[src/rtl/round_controller_pkg.sv]
// Shared constants for the round controller: state encoding, symbol codes and string width.
package round_controller_pkg;

  localparam int unsigned STR_W  = 64;
  localparam int unsigned CODE_W = 5;
  localparam int unsigned LEN_W  = 3;

  typedef enum logic [2:0] {
    S_IDLE    = 3'd0,
    S_CAPTURE = 3'd1,
    S_CHECK   = 3'd2,
    S_WIN     = 3'd3,
    S_LOSE    = 3'd4,
    S_OVER    = 3'd5
  } state_t;

  // Unary symbol codes, right-aligned in CODE_W bits
  localparam logic [CODE_W-1:0] TOGGLE_CODE = 5'b00010;
  localparam logic [CODE_W-1:0] PUSH_CODE   = 5'b00110;
  localparam logic [CODE_W-1:0] MIC_CODE    = 5'b01110;
  localparam logic [CODE_W-1:0] MOUSE_CODE  = 5'b11110;

  localparam logic [LEN_W-1:0] TOGGLE_LEN = 3'd2;
  localparam logic [LEN_W-1:0] PUSH_LEN   = 3'd3;
  localparam logic [LEN_W-1:0] MIC_LEN    = 3'd4;
  localparam logic [LEN_W-1:0] MOUSE_LEN  = 3'd5;

endpackage

[src/rtl/round_controller_input_edge_arbiter.sv]
// Rising-edge detection on the four player inputs with fixed-priority selection of one symbol.
module input_edge_arbiter
  import round_controller_pkg::*;
(
  input  logic              clock,
  input  logic              reset,
  input  logic              toggle,
  input  logic              push,
  input  logic              mic,
  input  logic              mouse,
  output logic              valid,
  output logic [CODE_W-1:0] code,
  output logic [LEN_W-1:0]  len
);

  logic [3:0] x;
  logic [3:0] x_d;
  logic [3:0] edges;

  assign x     = {toggle, push, mic, mouse};
  assign edges = x & ~x_d;

  always_ff @(posedge clock or posedge reset) begin
    if (reset) x_d <= '0;
    else       x_d <= x;
  end

  // Lower-priority edges in the same cycle are dropped
  always_comb begin
    valid = 1'b0;
    code  = '0;
    len   = '0;
    if (edges[3]) begin
      valid = 1'b1; code = TOGGLE_CODE; len = TOGGLE_LEN;
    end else if (edges[2]) begin
      valid = 1'b1; code = PUSH_CODE;   len = PUSH_LEN;
    end else if (edges[1]) begin
      valid = 1'b1; code = MIC_CODE;    len = MIC_LEN;
    end else if (edges[0]) begin
      valid = 1'b1; code = MOUSE_CODE;  len = MOUSE_LEN;
    end
  end

endmodule

[src/rtl/round_controller.sv]
// Game-round sequencer: captures arbitrated symbols into a string, compares to target, tracks score and lives.
module round_controller
  import round_controller_pkg::*;
#(
  parameter int unsigned TIMEOUT_CYCLES = 1000,
  parameter int unsigned LIVES          = 3,
  parameter int unsigned MAX_SYMBOLS    = 12
) (
  input  logic             clock,
  input  logic             reset,
  input  logic             start,
  input  logic             toggle,
  input  logic             push,
  input  logic             mic,
  input  logic             mouse,
  input  logic [STR_W-1:0] target,
  input  logic [3:0]       target_len,
  output logic [STR_W-1:0] string_out,
  output logic [3:0]       sym_count,
  output logic [7:0]       score,
  output logic [3:0]       lives,
  output logic [2:0]       state,
  output logic             win,
  output logic             lose,
  output logic             game_over
);

  localparam int unsigned TW = $clog2(TIMEOUT_CYCLES);
  localparam logic [TW-1:0] TIMER_LAST = TW'(TIMEOUT_CYCLES - 1);

  state_t             st;
  logic [TW-1:0]      timer;
  logic               valid;
  logic [CODE_W-1:0]  code;
  logic [LEN_W-1:0]   len;
  logic               len_ok;
  logic [3:0]         next_count;

  input_edge_arbiter u_arb (
    .clock  (clock),
    .reset  (reset),
    .toggle (toggle),
    .push   (push),
    .mic    (mic),
    .mouse  (mouse),
    .valid  (valid),
    .code   (code),
    .len    (len)
  );

  assign state      = st;
  assign len_ok     = (target_len != 4'd0) && (target_len <= 4'(MAX_SYMBOLS));
  assign next_count = sym_count + 4'd1;

  always_ff @(posedge clock or posedge reset) begin
    if (reset) begin
      st         <= S_IDLE;
      string_out <= '0;
      sym_count  <= '0;
      timer      <= '0;
      score      <= '0;
      lives      <= 4'(LIVES);
      win        <= 1'b0;
      lose       <= 1'b0;
      game_over  <= 1'b0;
    end else begin
      win  <= 1'b0;
      lose <= 1'b0;
      case (st)
        S_IDLE: begin
          string_out <= '0;
          sym_count  <= '0;
          timer      <= '0;
          if (start && len_ok) st <= S_CAPTURE;
        end
        S_CAPTURE: begin
          // An accept takes precedence over a coincident timeout
          if (valid) begin
            string_out <= (string_out << len) | STR_W'(code);
            sym_count  <= next_count;
            timer      <= '0;
            if (next_count == target_len) st <= S_CHECK;
          end else if (timer == TIMER_LAST) begin
            st    <= S_LOSE;
            lose  <= 1'b1;
            lives <= (lives != 4'd0) ? lives - 4'd1 : lives;
          end else begin
            timer <= timer + TW'(1);
          end
        end
        S_CHECK: begin
          if (string_out == target) begin
            st    <= S_WIN;
            win   <= 1'b1;
            score <= (score != 8'hFF) ? score + 8'd1 : score;
          end else begin
            st    <= S_LOSE;
            lose  <= 1'b1;
            lives <= (lives != 4'd0) ? lives - 4'd1 : lives;
          end
        end
        S_WIN: begin
          st         <= S_IDLE;
          string_out <= '0;
          sym_count  <= '0;
        end
        S_LOSE: begin
          if (lives == 4'd0) begin
            st        <= S_OVER;
            game_over <= 1'b1;
          end else begin
            st         <= S_IDLE;
            string_out <= '0;
            sym_count  <= '0;
          end
        end
        S_OVER: game_over <= 1'b1;
        default: st <= S_IDLE;
      endcase
    end
  end

endmodule

[config.mk]
export PLATFORM = sky130hd
export DESIGN_NAME = round_controller
export DESIGN_NICKNAME = d
export VERILOG_FILES = /design/src/rtl/round_controller_pkg.sv /design/src/rtl/round_controller_input_edge_arbiter.sv /design/src/rtl/round_controller.sv
export SDC_FILE = /design/constraint.sdc
export NUM_CORES = 1
export LEC_CHECK = 0
export BUFFER_PORTS_ARGS = -buffer_cell sky130_fd_sc_hd__buf_4
export CAP_MARGIN = 20
export CORE_AREA = 8 8 115 117
export DETAILED_ROUTE_END_ITERATION = 10
export DIE_AREA = 0 0 123 125
export PLACE_DENSITY = 0.78
export SETUP_SLACK_MARGIN = 0.02
export SYNTH_ARGS = -nofsm -noshare
export SYNTH_HDL_FRONTEND = slang
export SYNTH_SLANG_ARGS = --single-unit
[constraint.sdc]
create_clock -name clock -period 3.59 [get_ports clock]
set_input_delay 0.359 -clock clock [delete_from_list [all_inputs] [get_ports clock]]
set_output_delay 0.359 -clock clock [all_outputs]
set_load 0.02 [all_outputs]
==> out/results.ini <==
[run_status]
status=finished, final reports clean

[sta]
fin_tns_setup_ns=0
post-route-period-util=0.7552
slew_violations=0
relSlewSlack=0.3570
fin_crit_ns=2.711
hold_viol_final=0
clock.fmax_ghz=0.3689
grt_setup_unrepaired=false
setup_viol=0
worst_pin_slew_ns=0.9621
clock_skew_ns=0.008358

[logic_synthesis]
synth_nets=656
netlist_area_um2=6060
ys_seq_elements=100
synth_cell_types=51
avgSynthCellArea_um2=10.50
synthesis.instances=577
synth-seq-area-share=0.4134
synth_warnings=0

[power]
p_sw_uw=2859
cell_internal_pwr_uw=3388
peakVddDrop_uv=445.0
powerDensity_nw_per_um2=813.3
p_sw_frac=0.4577
seq_power_share=0.349
power_uw=6247
power.leakage_uw=0.003714
clkPwrFrac=0.149
combPwrFrac=0.502

[cts]
cts_tree=yes
clk_latency_ns=0.35
clock-root-buffer=clkbuf_16
ctsResizeCount=0
clkTransAtPathRegs_ns=0.07
cts_setup_buffers=0
h-tree-depth=3
clock_sinks=100
holdBufCountCts=0
cts_made_buffers=9
clockBufferDepth=2

[die]
die_w_um=123
core_area_um2=11610
die_h_um=125
die_area_um2=15380
num_rows=40
ios=161
start_util=0.5219

[grt]
grt_pass1_vias=5520
grt-ovfl-total=0
grt_pass1_wl_mm=28.96
grt_max_degree=61
antenna_found_initial=0
grt.total_usage=0.2347

[finish]
diodes=0
nets=798
final_cell_mix=buf_4 (168), dfrtp_1 (98), xnor2_1 (78)
synthToLayoutAreaGrowth_pct=26.76
final_common_cell=buf_4
fin_cells=871
final_layout_size_suffix_gt1_frac=0.2873
fillCellCount=937
regArea_um2=2505
multiInputGateArea_um2=3369

[detailed_routing]
routed_via_density=6.242
wire_per_inst_um=21.04
via_count=5437
drt_wl_total_mm=18.33
ant_nets=0
drt_iter0_markers=403
dr.pass1.iters=5
route.detailed.drc=0

[critical_path]
cp_max_fo=14
r2r_start=string_out[32]$_DFFE_PP0P_
worst_setup_path_start_kind=flop
arrival_ns=2.94
crit_path_start=string_out[32]$_DFFE_PP0P_
path_cells=xnor2_1 -> nand4_1 -> nor4_1 -> nand4_1 -> buf_4 -> nor3_1 -> mux2_1
setup.worst_path.class=flop to flop
worst_ep_required_time_ns=3.82
end_kind=flop
slowest_stage=nor4_1
crit_path_frequent_cell=nand4_1
critical_path_buf_inv_count=1
crit_family=simple AND/OR/NAND/NOR gates
slowest_delay_ns=0.45

[job]
maxCapViolCount=0

[min_path]
hp-class=input port to asynchronous set/reset pin

[placement]
port_buffers=160
dpl.cell_count=854
dp_hpwl_mm=13.57
place_congestion=0.9540

## stage by stage
step	utilization	cell area (µm²)	worst slack (ns)	hold WS, ns
floorplan	-	6060	0.6155	0.3904
global placement	0.6346	7368	0.9094	0.4350
detailed placement	0.6346	7368	0.9303	0.4376
CTS	0.6592	7654	0.9172	0.06560
global route	0.6615	7681	0.7340	0.08728
finish	0.6615	7681	0.8789	0.05322
## routing by layer
| layer | global-route usage | up-vias | part of all wire |
|---|---|---|---|
| met3 | 0.05716 | 32 | 0.097 |
| met4 | 0.09142 | 0 | 0.028 |
| met1 | 0.3008 | 2691 | 0.40 |
| li1 | - | 2455 | - |
| met5 | 0 | - | 0 |
| met2 | 0.3725 | 259 | 0.48 |
## cells by family after synthesis
family                     after synthesis  synth area share
and+or+nand+nor                        120            0.1063
buffers and inverters                   46           0.03407
DFF                                    100            0.4134
xor gates and xnor gates                85            0.1229
adders and majority gates                5          0.009912
AOI/OAI and AO/OA                      156            0.2052
muxes                                   65            0.1082
## worst register-to-register path: cells and delay by family, from the launching register on
family	cells	cell delay, ns
muxes	1	0.36
xor gates and xnor gates	1	0.35
DFF	1	0.44
buffers and inverters	1	0.24
and+or+nand+nor	4	1.20
## flip-flops by register name, summed over array words and instances (netlist names)
signal      flops
game_over       1
score           8
string_out     64
win             1
timer          10
lose            1
sym_count       4
state           3
lives           4
u_arb.x_d       4
## area by class of cell
| class | instances | area share |
|---|---|---|
| repair buffers | 170 | 0.1704 |
| inverters | 7 | 0.003747 |
| clock inverters | 6 | 0.006027 |
| flip-flops and latches | 100 | 0.3261 |
| clock buffers | 10 | 0.03111 |
| multi-input cells | 431 | 0.4387 |
| well taps | 147 | 0.02395 |
## power groups by stage
| stage | combinational (µW) | sequential [µW] | clock (µW) |
|---|---|---|---|
| global route | 3380 | 2220 | 993 |
| CTS | 3110 | 2170 | 951 |
| floorplan | 1700 | 2350 | 0 |
| finish | 3130 | 2180 | 930 |
| detailed placement | 3090 | 2190 | 0 |
| global placement | 3030 | 2170 | 0 |
## path summary, 6_finish.rpt
path	slack, ns	cells after the start	end
min in group clock	0.13	1	u_arb.x_d[3]$_DFF_PP0_
max reg2reg	0.88	7	score[1]$_DFFE_PP0P_
max	0.88	7	score[1]$_DFFE_PP0P_
max in group asynchronous	2.66	3	lives[0]$_DFFE_PP1P_
min	0.05	2	string_out[21]$_DFFE_PP0P_
min reg2reg	0.49	1	game_over$_DFFE_PP0P_
## synthesized netlist by cell type (all sizes together)
library cell	number	area (µm²)
o31a	3	26.28
a22o	6	52.55
o21bai	1	7.510
nor3	12	60.06
and3	1	6.260
clkbuf	21	78.83
and2	2	12.51
mux2i	61	610.6
a31oi	3	18.77
o21ai	10	53.80
nand2b	12	75.07
inv	7	26.28
a21oi	5	28.78
dfrtp	98	2452
o211ai	4	30.03
nand4	24	150.1
o2111ai	1	8.760
o22ai	1	6.260
or4	2	18.77
a221oi	59	523.0
nand2	24	92.59
or3	3	18.77
buf	18	101.4
maj3	1	10.01
nor4	6	43.79
nor2b	3	18.77
nand3	4	20.02
nor2	19	71.32
nor3b	3	22.52
a211oi	1	20.02
mux2	4	45.04
o21ba	1	10.01
or3b	1	8.760
or2	4	25.03
o31ai	1	7.510
ha	4	50.05
xnor2	78	683.2
a21o	60	450.4
dfstp	2	52.55
xor2	7	61.31
Power figures use the tool's default switching activity.
